**src/rtl/motor_pkg.sv**
```systemverilog
// Shared direction encoding, sequencer state type and ramp helper
// for the motor speed sequencer.
package motor_pkg;

    localparam logic [2:0] DIR_STOP  = 3'b000;
    localparam logic [2:0] DIR_FWD   = 3'b001;
    localparam logic [2:0] DIR_LEFT  = 3'b010;
    localparam logic [2:0] DIR_BWD   = 3'b011;
    localparam logic [2:0] DIR_RIGHT = 3'b100;

    localparam int MAX_LEVEL_DEF = 6;

    typedef enum logic [2:0] {
        IDLE,
        RUN,
        DRAIN,
        DEAD,
        ESTOP
    } seq_state_t;

    function automatic logic [2:0] step_toward(
        input logic [2:0] cur,
        input logic [2:0] tgt
    );
        logic [2:0] nxt;
        nxt = cur;
        if (cur < tgt) begin
            nxt = cur + 3'd1;
        end else if (cur > tgt) begin
            nxt = cur - 3'd1;
        end
        return nxt;
    endfunction

endpackage

```
**src/rtl/motor_pwm_gen.sv**
```systemverilog
// Free-running counter/comparator PWM; only instantiated when
// MOTOR_SEQ_PWM_EN is defined.
module motor_pwm_gen #(
    parameter int W = 8
) (
    input  logic         clk_i,
    input  logic         rst_ni,
    input  logic [W-1:0] duty_i,
    output logic         pwm_o
);

    logic [W-1:0] cnt_q;
    logic [W-1:0] cnt_d;

    assign cnt_d = cnt_q + W'(1);

    always_ff @(posedge clk_i or negedge rst_ni) begin
        if (!rst_ni) begin
            cnt_q <= '0;
        end else begin
            cnt_q <= cnt_d;
        end
    end

    // duty == 0 never satisfies the compare, so the output stays low
    assign pwm_o = (cnt_q < duty_i);

endmodule

```
**src/rtl/motor_speed_sequencer.sv**
```systemverilog
// Ramps motor speed level by level, drains and dead-times direction changes,
// handles e-stop. Define MOTOR_SEQ_PWM_EN to generate pwm_out internally.
module motor_speed_sequencer
    import motor_pkg::*;
#(
    parameter int TICK_DIV  = 500000,
    parameter int DEADTIME  = 25,
    parameter int DUTY_STEP = 32,
    parameter int MAX_LEVEL = MAX_LEVEL_DEF,
    parameter int DUTY_W    = 8
) (
    input  logic              CLOCK_50,
    input  logic              rst_n,
    input  logic [2:0]        dir_cmd,
    input  logic [2:0]        target_speed,
    input  logic              estop,
    output logic [2:0]        motor_dir,
    output logic [DUTY_W-1:0] duty,
    output logic [2:0]        cur_speed,
    output logic              at_speed,
    output logic              busy,
    output logic              pwm_out
);

    localparam int CW       = (TICK_DIV < 2) ? 1 : $clog2(TICK_DIV);
    localparam int DW       = (DEADTIME < 1) ? 1 : $clog2(DEADTIME + 1);
    localparam int DUTY_MAX = (1 << DUTY_W) - 1;

    seq_state_t    state_q, state_d;
    logic [CW-1:0] tick_q, tick_d;
    logic [DW-1:0] dead_q, dead_d;
    logic [2:0]    spd_q, spd_d;
    logic [2:0]    dir_q, dir_d;
    logic          tick;
    logic [2:0]    tgt_clamp;
    logic [2:0]    eff_tgt;
    logic [DUTY_W-1:0] duty_sat;
    int            prod;

    assign tick   = (tick_q == CW'(TICK_DIV - 1));
    assign tick_d = tick ? '0 : tick_q + CW'(1);

    assign tgt_clamp = (int'(target_speed) > MAX_LEVEL) ?
                       3'(MAX_LEVEL) : target_speed;
    assign eff_tgt   = (dir_cmd == DIR_STOP || state_q == DRAIN) ?
                       3'd0 : tgt_clamp;

    always_comb begin
        state_d = state_q;
        spd_d   = spd_q;
        dir_d   = dir_q;
        dead_d  = dead_q;
        if (estop) begin
            state_d = ESTOP;
            spd_d   = '0;
            dir_d   = DIR_STOP;
            dead_d  = '0;
        end else begin
            unique case (state_q)
                IDLE: begin
                    spd_d = '0;
                    if (dir_cmd != DIR_STOP) begin
                        dir_d   = dir_cmd;
                        state_d = RUN;
                    end
                end
                RUN: begin
                    // a direction change outranks any pending retarget
                    if (dir_cmd != dir_q) begin
                        state_d = DRAIN;
                        if (tick && spd_q != 3'd0) begin
                            spd_d = spd_q - 3'd1;
                        end
                    end else if (tick) begin
                        spd_d = step_toward(spd_q, eff_tgt);
                    end
                end
                DRAIN: begin
                    if (spd_q == 3'd0) begin
                        dead_d  = DW'(DEADTIME);
                        state_d = DEAD;
                    end else if (dir_cmd == dir_q) begin
                        state_d = RUN;
                    end else if (tick) begin
                        spd_d = spd_q - 3'd1;
                    end
                end
                DEAD: begin
                    spd_d = '0;
                    if (tick) begin
                        if (dead_q <= DW'(1)) begin
                            dead_d = '0;
                            dir_d  = dir_cmd;
                            state_d = (dir_cmd == DIR_STOP) ? IDLE : RUN;
                        end else begin
                            dead_d = dead_q - DW'(1);
                        end
                    end
                end
                ESTOP: begin
                    spd_d = '0;
                    dir_d = DIR_STOP;
                    if (dir_cmd == DIR_STOP) begin
                        state_d = IDLE;
                    end
                end
                default: begin
                    state_d = IDLE;
                end
            endcase
        end
    end

    always_ff @(posedge CLOCK_50 or negedge rst_n) begin
        if (!rst_n) begin
            state_q <= IDLE;
            tick_q  <= '0;
            dead_q  <= '0;
            spd_q   <= '0;
            dir_q   <= DIR_STOP;
        end else begin
            state_q <= state_d;
            tick_q  <= tick_d;
            dead_q  <= dead_d;
            spd_q   <= spd_d;
            dir_q   <= dir_d;
        end
    end

    always_comb begin
        prod     = int'(spd_q) * DUTY_STEP;
        duty_sat = (prod > DUTY_MAX) ? DUTY_W'(DUTY_MAX) : DUTY_W'(prod);
    end

    // estop kills drive in the same cycle, ahead of the registered path
    assign duty      = estop ? '0 : duty_sat;
    assign motor_dir = dir_q;
    assign cur_speed = spd_q;
    assign at_speed  = (state_q == RUN) && (spd_q == eff_tgt);
    assign busy      = ((state_q == RUN) && (spd_q != eff_tgt)) ||
                       (state_q == DRAIN) || (state_q == DEAD) ||
                       (state_q == ESTOP);

`ifdef MOTOR_SEQ_PWM_EN
    motor_pwm_gen #(
        .W(DUTY_W)
    ) u_pwm (
        .clk_i (CLOCK_50),
        .rst_ni(rst_n),
        .duty_i(duty),
        .pwm_o (pwm_out)
    );
`else
    assign pwm_out = 1'b0;
`endif

endmodule

```
**config.mk**
```make
export PLATFORM = sky130hd
export DESIGN_NAME = motor_speed_sequencer
export DESIGN_NICKNAME = d
export VERILOG_FILES = /design/src/rtl/motor_pkg.sv /design/src/rtl/motor_pwm_gen.sv /design/src/rtl/motor_speed_sequencer.sv
export SDC_FILE = /design/constraint.sdc
export NUM_CORES = 1
export LEC_CHECK = 0
export BUFFER_PORTS_ARGS = -buffer_cell sky130_fd_sc_hd__buf_2
export CAP_MARGIN = 20
export CORE_MARGIN = 4
export CORE_UTILIZATION = 45
export DETAILED_ROUTE_END_ITERATION = 12
export HOLD_SLACK_MARGIN = 0.05
export PLACE_DENSITY = 0.69
export SYNTH_ARGS = -nofsm -noshare
export SYNTH_HDL_FRONTEND = slang
export SYNTH_SLANG_ARGS = --single-unit
```
**constraint.sdc**
```tcl
create_clock -name CLOCK_50 -period 3.3 [get_ports CLOCK_50]
set_input_delay 0.33 -clock CLOCK_50 [delete_from_list [all_inputs] [get_ports CLOCK_50]]
set_output_delay 0.33 -clock CLOCK_50 [all_outputs]
set_load 0.005 [all_outputs]
```
* Yosys cells after proc, flatten, opt, wreduce, memory -nomap -nowiden
Cells that the tools add are included.
** Storage, ports and cells
- Bits in read-only memories :: 0
- Bits in latches :: 0
- Bits of input ports :: 9
- Output and inout bits :: 17
- Register bits after elaboration :: 33
- Bits in writable memories :: 0
- Word-level logic and storage cells :: 91
- Memories :: 0
** Operators by class
- Equality and inequality tests :: 22
- Bitwise gates (word level) :: 0
- $add $sub $neg :: 4
- Mux-type cells :: 35
- Reduce and logical (&&, ||, !) cells :: 20
- $mul :: 0
- Div/mod/pow operators :: 0
- Order comparisons :: 5
- Shifts and indexed selects :: 0
** Operators with widths (count)
- $mux 3 :: 23
- $ne 3x3->1 const B :: 8
- $mux 5 :: 4
- $add 19x1->19 const B :: 1
- $eq 19x19->1 const B :: 1
- $mux 19 :: 1
- $pmux 3 s3 :: 2
- $mux 8 :: 2
- $pmux 3 s5 :: 1
- $pmux 5 s2 :: 1
- $logic_not 3->1 :: 3
- $reduce_bool 3->1 :: 3
- $gt 8x8->1 const B :: 1
- $ne 4x4->1 const B :: 2
- $reduce_bool 4->1 :: 2
- $reduce_and 7->1 :: 1
- $eq 3x2->1 const B :: 2
- $eq 3x3->1 :: 2
- $ne 3x3->1 :: 2
- $reduce_and 6->1 :: 1
- $le 5x1->1 const B :: 1
- $ne 5x5->1 const B :: 1
- $sub 5x1->5 const B :: 1
- $logic_or 1x1->1 :: 4
- 14 further kinds :: 16

* Longest topological paths before layout
Gate-level depths: netlist (run 1).
- Depth after elaboration :: 10
- Depth in mapped cells :: 11
- Mapped depth without buffers :: 11

* Worst setup path after synthesis (run 1)
No wires, ideal clock.
- Path type :: reg2reg
- Start :: reg state_q[0]
- End :: reg spd_q[2] (netlist: cur_speed[2])
- Arrival time :: 2526 ps
- Stages on the path, launching flop included :: 12
- Period minus slack after synthesis :: 2645 ps
- Library setup time :: 119 ps
- Slack :: 655 ps
- Data required time :: 3181 ps
- Buffers on the path :: 0
- Cells stage by stage :: dfrtp_1 > nand2b_1 > or2_2 > nor2b_1 > nand2_1 > ha_1 > nor2b_1 > o311ai_0 > a21boi_0 > a211oi_1 > o21ai_0 > o21ba_2
** Between the ends
- Longest elaborated chain between the ends :: 9
- Elaborated cells on any way between the ends :: 23
- Classes of those cells :: order compare: 2; eq/ne: 10; mux: 6; reduce/logical: 5
** RTL lines
- start, declared :: line motor_speed_sequencer.sv:29 : seq_state_t state_q, state_d;
- start signal, assigned :: line motor_speed_sequencer.sv:122 : state_q <= state_d;
- $eq 3x2->1 :: line motor_speed_sequencer.sv:45, motor_speed_sequencer.sv:59
- $logic_or 1x1->1 :: line motor_speed_sequencer.sv:45 : assign eff_tgt = (dir_cmd == DIR_STOP || state_q == DRAIN) ?
- $mux 3 :: line motor_speed_sequencer.sv:45
- $lt 3x3->1 :: line motor_pkg.sv:27 : if (cur < tgt) begin
- $mux 3 :: line motor_pkg.sv:27
- $mux 3 :: line motor_speed_sequencer.sv:74 : end else if (tick) begin
- $mux 3 :: line motor_speed_sequencer.sv:69 : if (dir_cmd != dir_q) begin
- $pmux 3 s3 :: line motor_speed_sequencer.sv:59 : unique case (state_q)
- $mux 3 :: line motor_speed_sequencer.sv:53 : if (estop) begin
- end signal, assigned :: line motor_speed_sequencer.sv:125 : spd_q <= spd_d;
- end, declared :: line motor_speed_sequencer.sv:32 : logic [2:0] spd_q, spd_d;
Several ways; a longest one is shown, not always the timed one. The select of a mux whose other input is x is not followed.
A chain may end at the register's enable or synchronous reset.

* Worst setup path in the final report (run 1)
- Start :: reg state_q[1]
- End :: reg spd_q[0] (netlist: cur_speed[0])
Same word-level chain as after synthesis.

==> reports/results.ini, run 1 <==
[status]
status = finished clean

[clock_network]
cts_tree = built
cts.htree.levels = 2
cts_hold_buffers = 0
cts_root_buffer = clkbuf_8
cts_made_buffers = 5
numClockSinks = 33
clk_path_buf_depth = 2
clk_pin_slew_ns = 0.07
ctsResizeCount = 0
postCtsSetupBuffers = 0
clk_latency_ns = 0.28

[yosys]
ys_ff_latch = 33
synth_area_leaders = dfrtp_1 (39%), xor2_1 (6.3%), ha_1 (5.4%)
synth_top_area_share_pct = 39.5
synth_edf_count = 0
synth_ff_type = dfrtp_1
ys_seq_area_share_pct = 39.5
yosysTopAreaCell = dfrtp_1
netlist_area_mm2 = 0.00209
synth_cell_types = 44
syn_inst = 237
yosysMostFrequentCell = dfrtp_1
yosysWarnings = 0
async_flop_share_pct = 100
syn-mean-instance-area_um2 = 8.83
synth_common_cells = dfrtp_1 (33), nor2_1 (29), nand2_1 (24)

[sta]
finalHoldViolCount = 0
slew_viol_final = 0
setup_ws_ns = 0.278
setup_viol = 0
tightest_slew_ns = 0.747
fin_crit_sh_pct = 91.6
rsz0062_at_grt = false
skew_ns = 0.00509
fmax_ghz = 0.331
post-route-min-period_ns = 3.02
max-slew-margin-rel_pct = 50.2
tns_ns = 0

[global_routing]
busiest_layer = met2
overflow = 0
grt_max_degree = 34
grt_pass1_vias = 1553
antenna_found_initial = 0
grt_usage_pct = 14.9
met3_usage_pct = 3.66
use_met1_pct = 20.8
grt_first_pass_wirelength_mm = 7.36
grtUsageMet2_pct = 23.6

[die]
start_util_pct = 47.4
die_h_um = 76.2
core_region_area_mm2 = 0.00441
chipWidth_um = 76.2
pin_count = 26
row_count = 24
die_area_mm2 = 0.00581

[routing]
vias_per_cell = 5.47
dr.pass1.iters = 4
num_vias = 1702
drt-initial-drc-count = 104
routed_wl_mm = 4.22
wl_per_cell_um = 13.6
postRouteAntennaNets = 0
remaining_drc_errors = 0

[setup_path]
crit_type = flop to flop
worstPathArrival_ns = 3.19
worst_path_largest_cell_delay_ns = 0.55
crit_fanout = 12
cp_slowest_cell = dfrtp_1
path_cells = nand2b_1, or2_2, nor2b_1, nand2_1, ha_1, nor2b_1, o311ai_0, a21boi_0, a211oi_1, o21ai_0, a32o_1
end_kind = flop
start_kind = flop
worst-endpoint-required_ns = 3.47
cp_common_cell = nor2b_1

[placement]
portBuffers = 19
gp_congestion = 0.853
dp.cells = 304
hpwl_mm = 3.00
preCtsSetupSlack_ns = 0.339

[finish]
area_growth_pct = 10.9
fin_cells = 311
nets = 277
post-route-util_pct = 52.6
antenna_cells = 0
drive_gt1_share_pct = 14.3

[run]
cap_violations = 0

[power]
fin_total_pwr_w = 0.000860
pwr_density_cell_mw_per_mm2 = 370
p_leak_nw = 1.04
ir_worst_vdd_uv = 208

[min_path]
hold_class = primary input to async pin

## path summary, 6_finish.rpt
| path | startpoint | to | slack (ns) | cells after the start |
|---|---|---|---|---|
| worst max-delay path | state_q[1]$_DFFE_PN0P_ | cur_speed[0]$_DFFE_PN0P_ | 0.28 | 11 |
| worst min-delay path | rst_n | tick_q[9]$_DFF_PN0_ | 0.11 | 1 |
| worst max register to register | state_q[1]$_DFFE_PN0P_ | cur_speed[0]$_DFFE_PN0P_ | 0.28 | 11 |
| worst min register to register | tick_q[0]$_DFF_PN0_ | tick_q[0]$_DFF_PN0_ | 0.48 | 1 |
| max in group asynchronous | rst_n | dead_q[4]$_DFFE_PN0P_ | 2.71 | 1 |
| min in group CLOCK_50 | dir_cmd[2] | motor_dir[2]$_DFFE_PN0P_ | 0.33 | 3 |
## cell type report
cell class | instances | area, um2
well taps | 52 | 65.1
clock inverters | 1 | 7.51
inverters | 5 | 18.8
multi-input cells | 191 | 1200
clock buffers | 6 | 82.6
fillers | 416 | 2090
repair buffers | 23 | 125
flip-flops and latches | 33 | 826
## layout by cell type, fill, tap and decap left out, types with 3 or more instances in the layout
cell,instances
dfrtp_1,33
nor2_1,29
nand2_1,24
buf_2,19
o21ai_0,16
xor2_1,15
nand3_1,12
a21oi_1,9
ha_1,9
xnor2_1,8
nor3_1,7
conb_1,6
clkbuf_8,6
inv_1,5
nand2b_1,5
nor2b_1,5
buf_4,4
and3_1,3
o31ai_1,3
a211oi_1,3
a221oi_1,3
o41ai_1,3
## per-layer routing
metal | routed length [um] | share of wire (%) | vias to the layer above
met1 | 2060 | 49 | 810
li1 | - | - | 862
met2 | 1990 | 47 | 28
met5 | 0 | 0 | -
met3 | 167 | 4.0 | 2
met4 | 6 | 0.14 | 0
## sequential cells by signal, summed over array words and instances, names as in the netlist
signal     count
cur_speed      3
motor_dir      3
state_q        3
dead_q         5
tick_q        19
## cells by family (layout without fill, tap and decap cells)
family          after synthesis  count (layout)  synth area share (%)
mux                           1               1                 0.478
other cells                   1               6                 0.179
flops                        33              33                  39.4
buf+inv                      18              35                  4.30
simple gates                105             105                  25.6
xor+xnor                     23              23                  9.62
fa+ha+maj                     9               9                  5.38
compound gates               47              47                  15.0
## power by group
part | internal, W | switching (W) | total [W]
Sequential | 0.000413 | 0.00000992 | 0.000422
Combinational | 0.0000505 | 0.0000760 | 0.000127
Clock | 0.000165 | 0.000146 | 0.000311
Total | 0.000628 | 0.000232 | 0.000860
## worst max-delay path: cells and delay by family, from the launching register on
family | cells | cell delay, ns
simple gates | 5 | 0.87
flops | 1 | 0.55
fa+ha+maj | 1 | 0.23
compound gates | 5 | 1.25
## stage by stage
| step | cell area, um2 | hold slack [ns] |
|---|---|---|
| 3_5_place_dp | 2230 | 0.440 |
| 3_3_place_gp | 2230 | 0.440 |
| 5_1_grt | 2320 | 0.165 |
| 6_report | 2320 | 0.110 |
| 2_1_floorplan | 2110 | 0.0344 |
| 4_1_cts | 2320 | 0.134 |
No activity file was read; power rests on OpenSTA's default activity.
==> run 2, diff against run 1 <==
Clock period 3.3 ns to 3.55 ns, I/O delays scaled along.
==> reports/results.ini, run 2 (same netlist as run 1, synthesis figures left out) <==
[clock_network]
cts_made_buffers = 5  ; unchanged
ctsResizeCount = 0  ; unchanged
numClockSinks = 33  ; unchanged
postCtsSetupBuffers = 0  ; unchanged
cts_tree = built  ; unchanged
clk_pin_slew_ns = 0.07  ; about the same
cts_root_buffer = clkbuf_8  ; unchanged
clk_latency_ns = 0.28  ; about the same
cts_hold_buffers = 0  ; unchanged
cts.htree.levels = 2  ; unchanged
clk_path_buf_depth = 2  ; unchanged

[routing]
vias_per_cell = 5.49  ; was 5.47
wl_met1_mm = 1.97  ; was 2.06 mm
dr_wl_met3_um = 186  ; was 167 um
postRouteAntennaNets = 0  ; unchanged
dr.pass1.iters = 4  ; unchanged
remaining_drc_errors = 0  ; unchanged
wl_per_cell_um = 13.6  ; about the same
num_vias = 1707  ; was 1702
wl_met2_mm = 2.01  ; was 1.99 mm
routed_wl_mm = 4.23  ; was 4.22 mm
top_layer = met4  ; unchanged
drt-initial-drc-count = 142  ; was 104

[sta]
fin_crit_sh_pct = 87.5  ; was 91.6%
tns_ns = 0  ; unchanged
setup_ws_ns = 0.444  ; was 0.278 ns
finalHoldViolCount = 0  ; unchanged
rsz0062_at_grt = false  ; unchanged
setup_viol = 0  ; unchanged
post-route-min-period_ns = 3.11  ; was 3.02 ns
skew_ns = 0.00553  ; was 0.00509 ns
slew_viol_final = 0  ; unchanged
fmax_ghz = 0.322  ; was 0.331 GHz
tightest_slew_ns = 0.735  ; was 0.747 ns
max-slew-margin-rel_pct = 51.0  ; was 50.2%

[finish]
design_area_mm2 = 0.00234  ; was 0.00232 mm2
largest_register = tick_q  ; unchanged
layout_common_cells = dfrtp_1 (33), nor2_1 (29), nand2_1 (24), buf_2 (19), o21ai_0 (16)  ; unchanged
area_growth_pct = 11.8  ; was 10.9%
nets = 276  ; was 277
fillers = 418  ; was 416
reg_top3 = tick_q (19), dead_q (5)  ; unchanged
antenna_cells = 0  ; unchanged
drive_gt1_share_pct = 13.9  ; was 14.3%
final_common_cell = dfrtp_1  ; unchanged
largest_reg_flops = 19  ; unchanged

[power]
seq_power_share_pct = 45.6  ; was 49.1%
clockPowerShare_pct = 41.6  ; was 36.2%
ir_worst_vdd_uv = 228  ; was 208 uV
pwr_density_cell_mw_per_mm2 = 372  ; was 370 mW/mm2
p_sw_share_pct = 24.4  ; was 27.0%
net-switching-power_w = 0.000212  ; was 0.000232 W
intPower_w = 0.000658  ; was 0.000628 W
pwr-share-comb_pct = 12.8  ; was 14.7%
p_leak_nw = 1.05  ; was 1.04 nW

[setup_path]
cp_num_buf_inv = 0  ; unchanged
crit_fanout = 15  ; was 12
path_delay_family = compound AO/OA/AOI/OAI gates  ; unchanged
start_kind = flop  ; unchanged
cp_slowest_cell = dfrtp_1  ; unchanged
worst-endpoint-required_ns = 3.72  ; was 3.47 ns
path_cells = nand2b_1, or2_2, nor2b_1, nand2_1, ha_1, nor2b_1, o311ai_0, a21boi_0, a211oi_1, o21ai_0, a32o_1  ; unchanged
crit_type = flop to flop  ; unchanged
end_kind = flop  ; unchanged
cp_common_cell = nor2b_1  ; unchanged
worst_path_largest_cell_delay_ns = 0.52  ; was 0.55 ns
worstPathArrival_ns = 3.27  ; was 3.19 ns

[placement]
portBuffers = 19  ; unchanged
gp_congestion = 0.807  ; was 0.853
placedInstanceArea_mm2 = 0.00222  ; was 0.00223 mm2
preCtsSetupSlack_ns = 0.518  ; was 0.339 ns
hpwl_mm = 3.05  ; was 3.00 mm

[global_routing]
grt_pass1_vias = 1591  ; was 1553
grt_max_degree = 34  ; unchanged
antenna_found_initial = 0  ; unchanged
grt_first_pass_wirelength_mm = 7.39  ; was 7.36 mm
overflow = 0  ; unchanged
grt_usage_pct = 15.2  ; was 14.9%

[die]
die_area_mm2 = 0.00581  ; unchanged
die_h_um = 76.2  ; unchanged
start_util_pct = 47.4  ; unchanged
row_count = 24  ; unchanged
core_region_area_mm2 = 0.00441  ; unchanged
chipWidth_um = 76.2  ; unchanged
pin_count = 26  ; unchanged

[run]
cap_violations = 0  ; unchanged

[status]
status = finished clean  ; unchanged

[min_path]
hold_class = primary input to async pin  ; unchanged

[run 2: cell count changes in the layout (fill, tap and decap cells not counted)]
cell,change
buf_4,-1
bufinv_16,+1
clkbuf_1,+1
clkinvlp_4,-1
[run 2: routing by layer]
| layer | GRT usage [%] | vias up |
|---|---|---|
| li1 | - | 863 |
| met1 | 20.6 | 800 |
| met2 | 23.6 | 36 |
| met3 | 2.96 | 8 |
| met4 | 6.47 | 0 |
| met5 | 0 | - |
[run 2: worst paths after layout]
kind                                        start                        to  slack, ns  cells after the start
max in group asynchronous                   rst_n  motor_dir[0]$_DFFE_PN0P_       2.94                      1
min in group CLOCK_50                  dir_cmd[1]  motor_dir[1]$_DFFE_PN0P_       0.36                      3
setup / recovery           state_q[0]$_DFFE_PN0P_  cur_speed[0]$_DFFE_PN0P_       0.44                     11
hold reg to reg               tick_q[0]$_DFF_PN0_       tick_q[0]$_DFF_PN0_       0.49                      1
hold / removal                              rst_n      tick_q[14]$_DFF_PN0_       0.13                      1
setup reg to reg           state_q[0]$_DFFE_PN0P_  cur_speed[0]$_DFFE_PN0P_       0.44                     11
[run 2: power groups by stage]
stage                     logic (W)  registers, W  clock network [W]
final                      0.000111      0.000396           0.000362
after global routing       0.000126      0.000398           0.000387
after CTS                  0.000112      0.000396           0.000370
after detailed placement   0.000111      0.000403                  0
after global placement     0.000110      0.000403                  0
after floorplan           0.0000802      0.000399                  0
[run 2: metrics by stage]
stage / hold WS [ns] / power (W) / std cells / util [%]
after floorplan: 0.0594 / 0.000479 / 242 / -
after global placement: 0.464 / 0.000513 / 303 / 50.4
after detailed placement: 0.465 / 0.000514 / 303 / 50.4
after CTS: 0.154 / 0.000878 / 311 / 53.0
after global routing: 0.200 / 0.000912 / 311 / 53.0
final: 0.128 / 0.000870 / 311 / 53.0
[run 2: final cells by class]
type,instances,area [um2],area share (%)
clock inverters,1,30.0,1.28
flip-flops and latches,33,826,35.3
multi-input cells,191,1200,51.1
clock buffers,7,86.3,3.69
repair buffers,22,118,5.03
well taps,52,65.1,2.78
inverters,5,18.8,0.802
==> run 3, diff against run 2 <==
Settings changed: CORE_UTILIZATION 45 to 37, GPL_ROUTABILITY_DRIVEN set to 0, PLACE_DENSITY 0.69 to 0.6.
==> reports/results.ini, run 3 (same netlist as run 1, synthesis figures left out) <==
[status]
status = finished clean  ; unchanged

[run]
cap_violations = 0  ; unchanged

[setup_path]
crit_type = flop to flop  ; unchanged
ff2ff_path_depth = 11  ; unchanged
r2r_end = cur_speed[0]$_DFFE_PN0P_  ; unchanged
worst_path_largest_cell_delay_ns = 0.52  ; about the same
cp_slowest_cell = dfrtp_1  ; unchanged
crit_path_start = state_q[0]$_DFFE_PN0P_  ; unchanged
endpoint = cur_speed[0]$_DFFE_PN0P_  ; unchanged
path_cells = nand2b_1, or2_2, nor2b_1, nand2_1, ha_1, nor2b_1, o311ai_0, a21boi_0, a211oi_1, o21ai_0, a32o_1  ; unchanged
start_kind = flop  ; unchanged
crit_fanout = 15  ; unchanged
r2r-start = state_q[0]$_DFFE_PN0P_  ; unchanged
worstPathArrival_ns = 3.28  ; was 3.27 ns
r2r_slack_ns = 0.44  ; about the same
cp_common_cell = nor2b_1  ; unchanged
worst-endpoint-required_ns = 3.72  ; about the same
end_kind = flop  ; unchanged

[placement]
portBuffers = 19  ; unchanged
dp.cells = 323  ; was 303
hpwl_mm = 3.06  ; was 3.05 mm
placedInstanceArea_mm2 = 0.00225  ; was 0.00222 mm2

[clock_network]
cts.htree.levels = 2  ; unchanged
cts_root_buffer = clkbuf_8  ; unchanged
cts_tree = built  ; unchanged
numClockSinks = 33  ; unchanged
clk_latency_ns = 0.29  ; was 0.28 ns
cts_hold_buffers = 0  ; unchanged
cts_made_buffers = 5  ; unchanged
clk_path_buf_depth = 2  ; unchanged
postCtsSetupBuffers = 0  ; unchanged
ctsResizeCount = 0  ; unchanged
clk_pin_slew_ns = 0.07  ; about the same

[finish]
drive_gt1_share_pct = 14.3  ; was 13.9%
reg_top3 = tick_q (19), dead_q (5)  ; unchanged
largest_reg_flops = 19  ; unchanged
nets = 276  ; unchanged
largest_register = tick_q  ; unchanged
antenna_cells = 0  ; unchanged
final_common_cell = dfrtp_1  ; unchanged
fin_cells = 331  ; was 311
layout_common_cells = dfrtp_1 (33), nor2_1 (29), nand2_1 (24), buf_2 (19), o21ai_0 (16)  ; unchanged
area_growth_pct = 12.0  ; was 11.8%
design_area_mm2 = 0.00234  ; about the same

[die]
start_util_pct = 38.0  ; was 47.4%
die_h_um = 83.2  ; was 76.2 um
chipWidth_um = 83.2  ; was 76.2 um
pin_count = 26  ; unchanged
core_region_area_mm2 = 0.00551  ; was 0.00441 mm2
row_count = 27  ; was 24
die_area_mm2 = 0.00692  ; was 0.00581 mm2

[routing]
drt-initial-drc-count = 82  ; was 142
wl_per_cell_um = 12.8  ; was 13.6 um
vias_per_cell = 5.13  ; was 5.49
num_vias = 1698  ; was 1707
postRouteAntennaNets = 0  ; unchanged
dr.pass1.iters = 4  ; unchanged
remaining_drc_errors = 0  ; unchanged
routed_wl_mm = 4.23  ; about the same

[sta]
max-slew-margin-rel_pct = 49.8  ; was 51.0%
skew_ns = 0.00852  ; was 0.00553 ns
slew_viol_final = 0  ; unchanged
fin_crit_sh_pct = 87.5  ; about the same
setup_viol = 0  ; unchanged
fmax_ghz = 0.322  ; about the same
finalHoldViolCount = 0  ; unchanged
tns_ns = 0  ; unchanged
post-route-min-period_ns = 3.11  ; about the same
rsz0062_at_grt = false  ; unchanged
tightest_slew_ns = 0.752  ; was 0.735 ns

[power]
p_leak_nw = 1.04  ; was 1.05 nW
ir_worst_vdd_uv = 238  ; was 228 uV
pwr_density_cell_mw_per_mm2 = 346  ; was 372 mW/mm2

[min_path]
hold_class = primary input to async pin  ; unchanged

[global_routing]
antenna_found_initial = 0  ; unchanged
grt_max_degree = 34  ; unchanged
grt_first_pass_wirelength_mm = 7.37  ; was 7.39 mm
overflow = 0  ; unchanged
grt_usage_pct = 12.9  ; was 15.2%
grt_pass1_vias = 1621  ; was 1591

-- run 3: worst min path at each step --
stage	depth (start not counted)	slack (ns)	end
3_3_place_gp	1	0.47	tick_q[2]$_DFF_PN0_
3_5_place_dp	1	0.47	tick_q[2]$_DFF_PN0_
4_1_cts	1	0.16	dead_q[3]$_DFFE_PN0P_
2_1_floorplan	0	0.06	cur_speed[0]$_DFFE_PN0P_
6_report	1	0.13	tick_q[7]$_DFF_PN0_
5_1_grt	1	0.19	tick_q[7]$_DFF_PN0_
-- run 3: worst max-delay path: cells and delay by family (launching register included) --
family	cells	cell delay, ns
AOI/OAI and AO/OA	5	1.26
and+or+nand+nor	5	0.99
DFF	1	0.52
adders and majority gates	1	0.24
-- run 3: cell type report --
class	count	area [um2]
Clock buffer	6	82.6
Clock inverter	2	13.8
Fill cell	556	3160
Inverter	5	18.8
Multi-Input combinational cell	191	1200
Sequential cell	33	826
Tap cell	72	90.1
Timing Repair Buffer	22	118
-- run 3: power by group --
group / internal [W] / switching [W] / leakage (nW)
registers: 0.000383 / 0.0000126 / 0.441
clock network: 0.000157 / 0.000146 / 0.0512
logic: 0.0000456 / 0.0000655 / 0.550
total: 0.000586 / 0.000224 / 1.04
-- run 3: per-layer routing --
layer | vias up | wire [um] | GRT usage [%]
li1 | 866 | - | -
met1 | 792 | 2020 | 16.7
met2 | 29 | 1980 | 20.3
met3 | 11 | 138 | 3.17
met4 | 0 | 98 | 5.50
met5 | - | 0 | 0
-- run 3: through the flow --
step / util, % / power (W) / worst slack [ns] / hold slack (ns)
after global placement: 40.8 / 0.000514 / 0.589 / 0.474
after global routing: 42.6 / 0.000855 / 0.164 / 0.191
after CTS: 42.6 / 0.000823 / 0.454 / 0.155
after floorplan: - / 0.000479 / 0.905 / 0.0594
after detailed placement: 40.8 / 0.000515 / 0.483 / 0.474
final: 42.6 / 0.000810 / 0.442 / 0.129
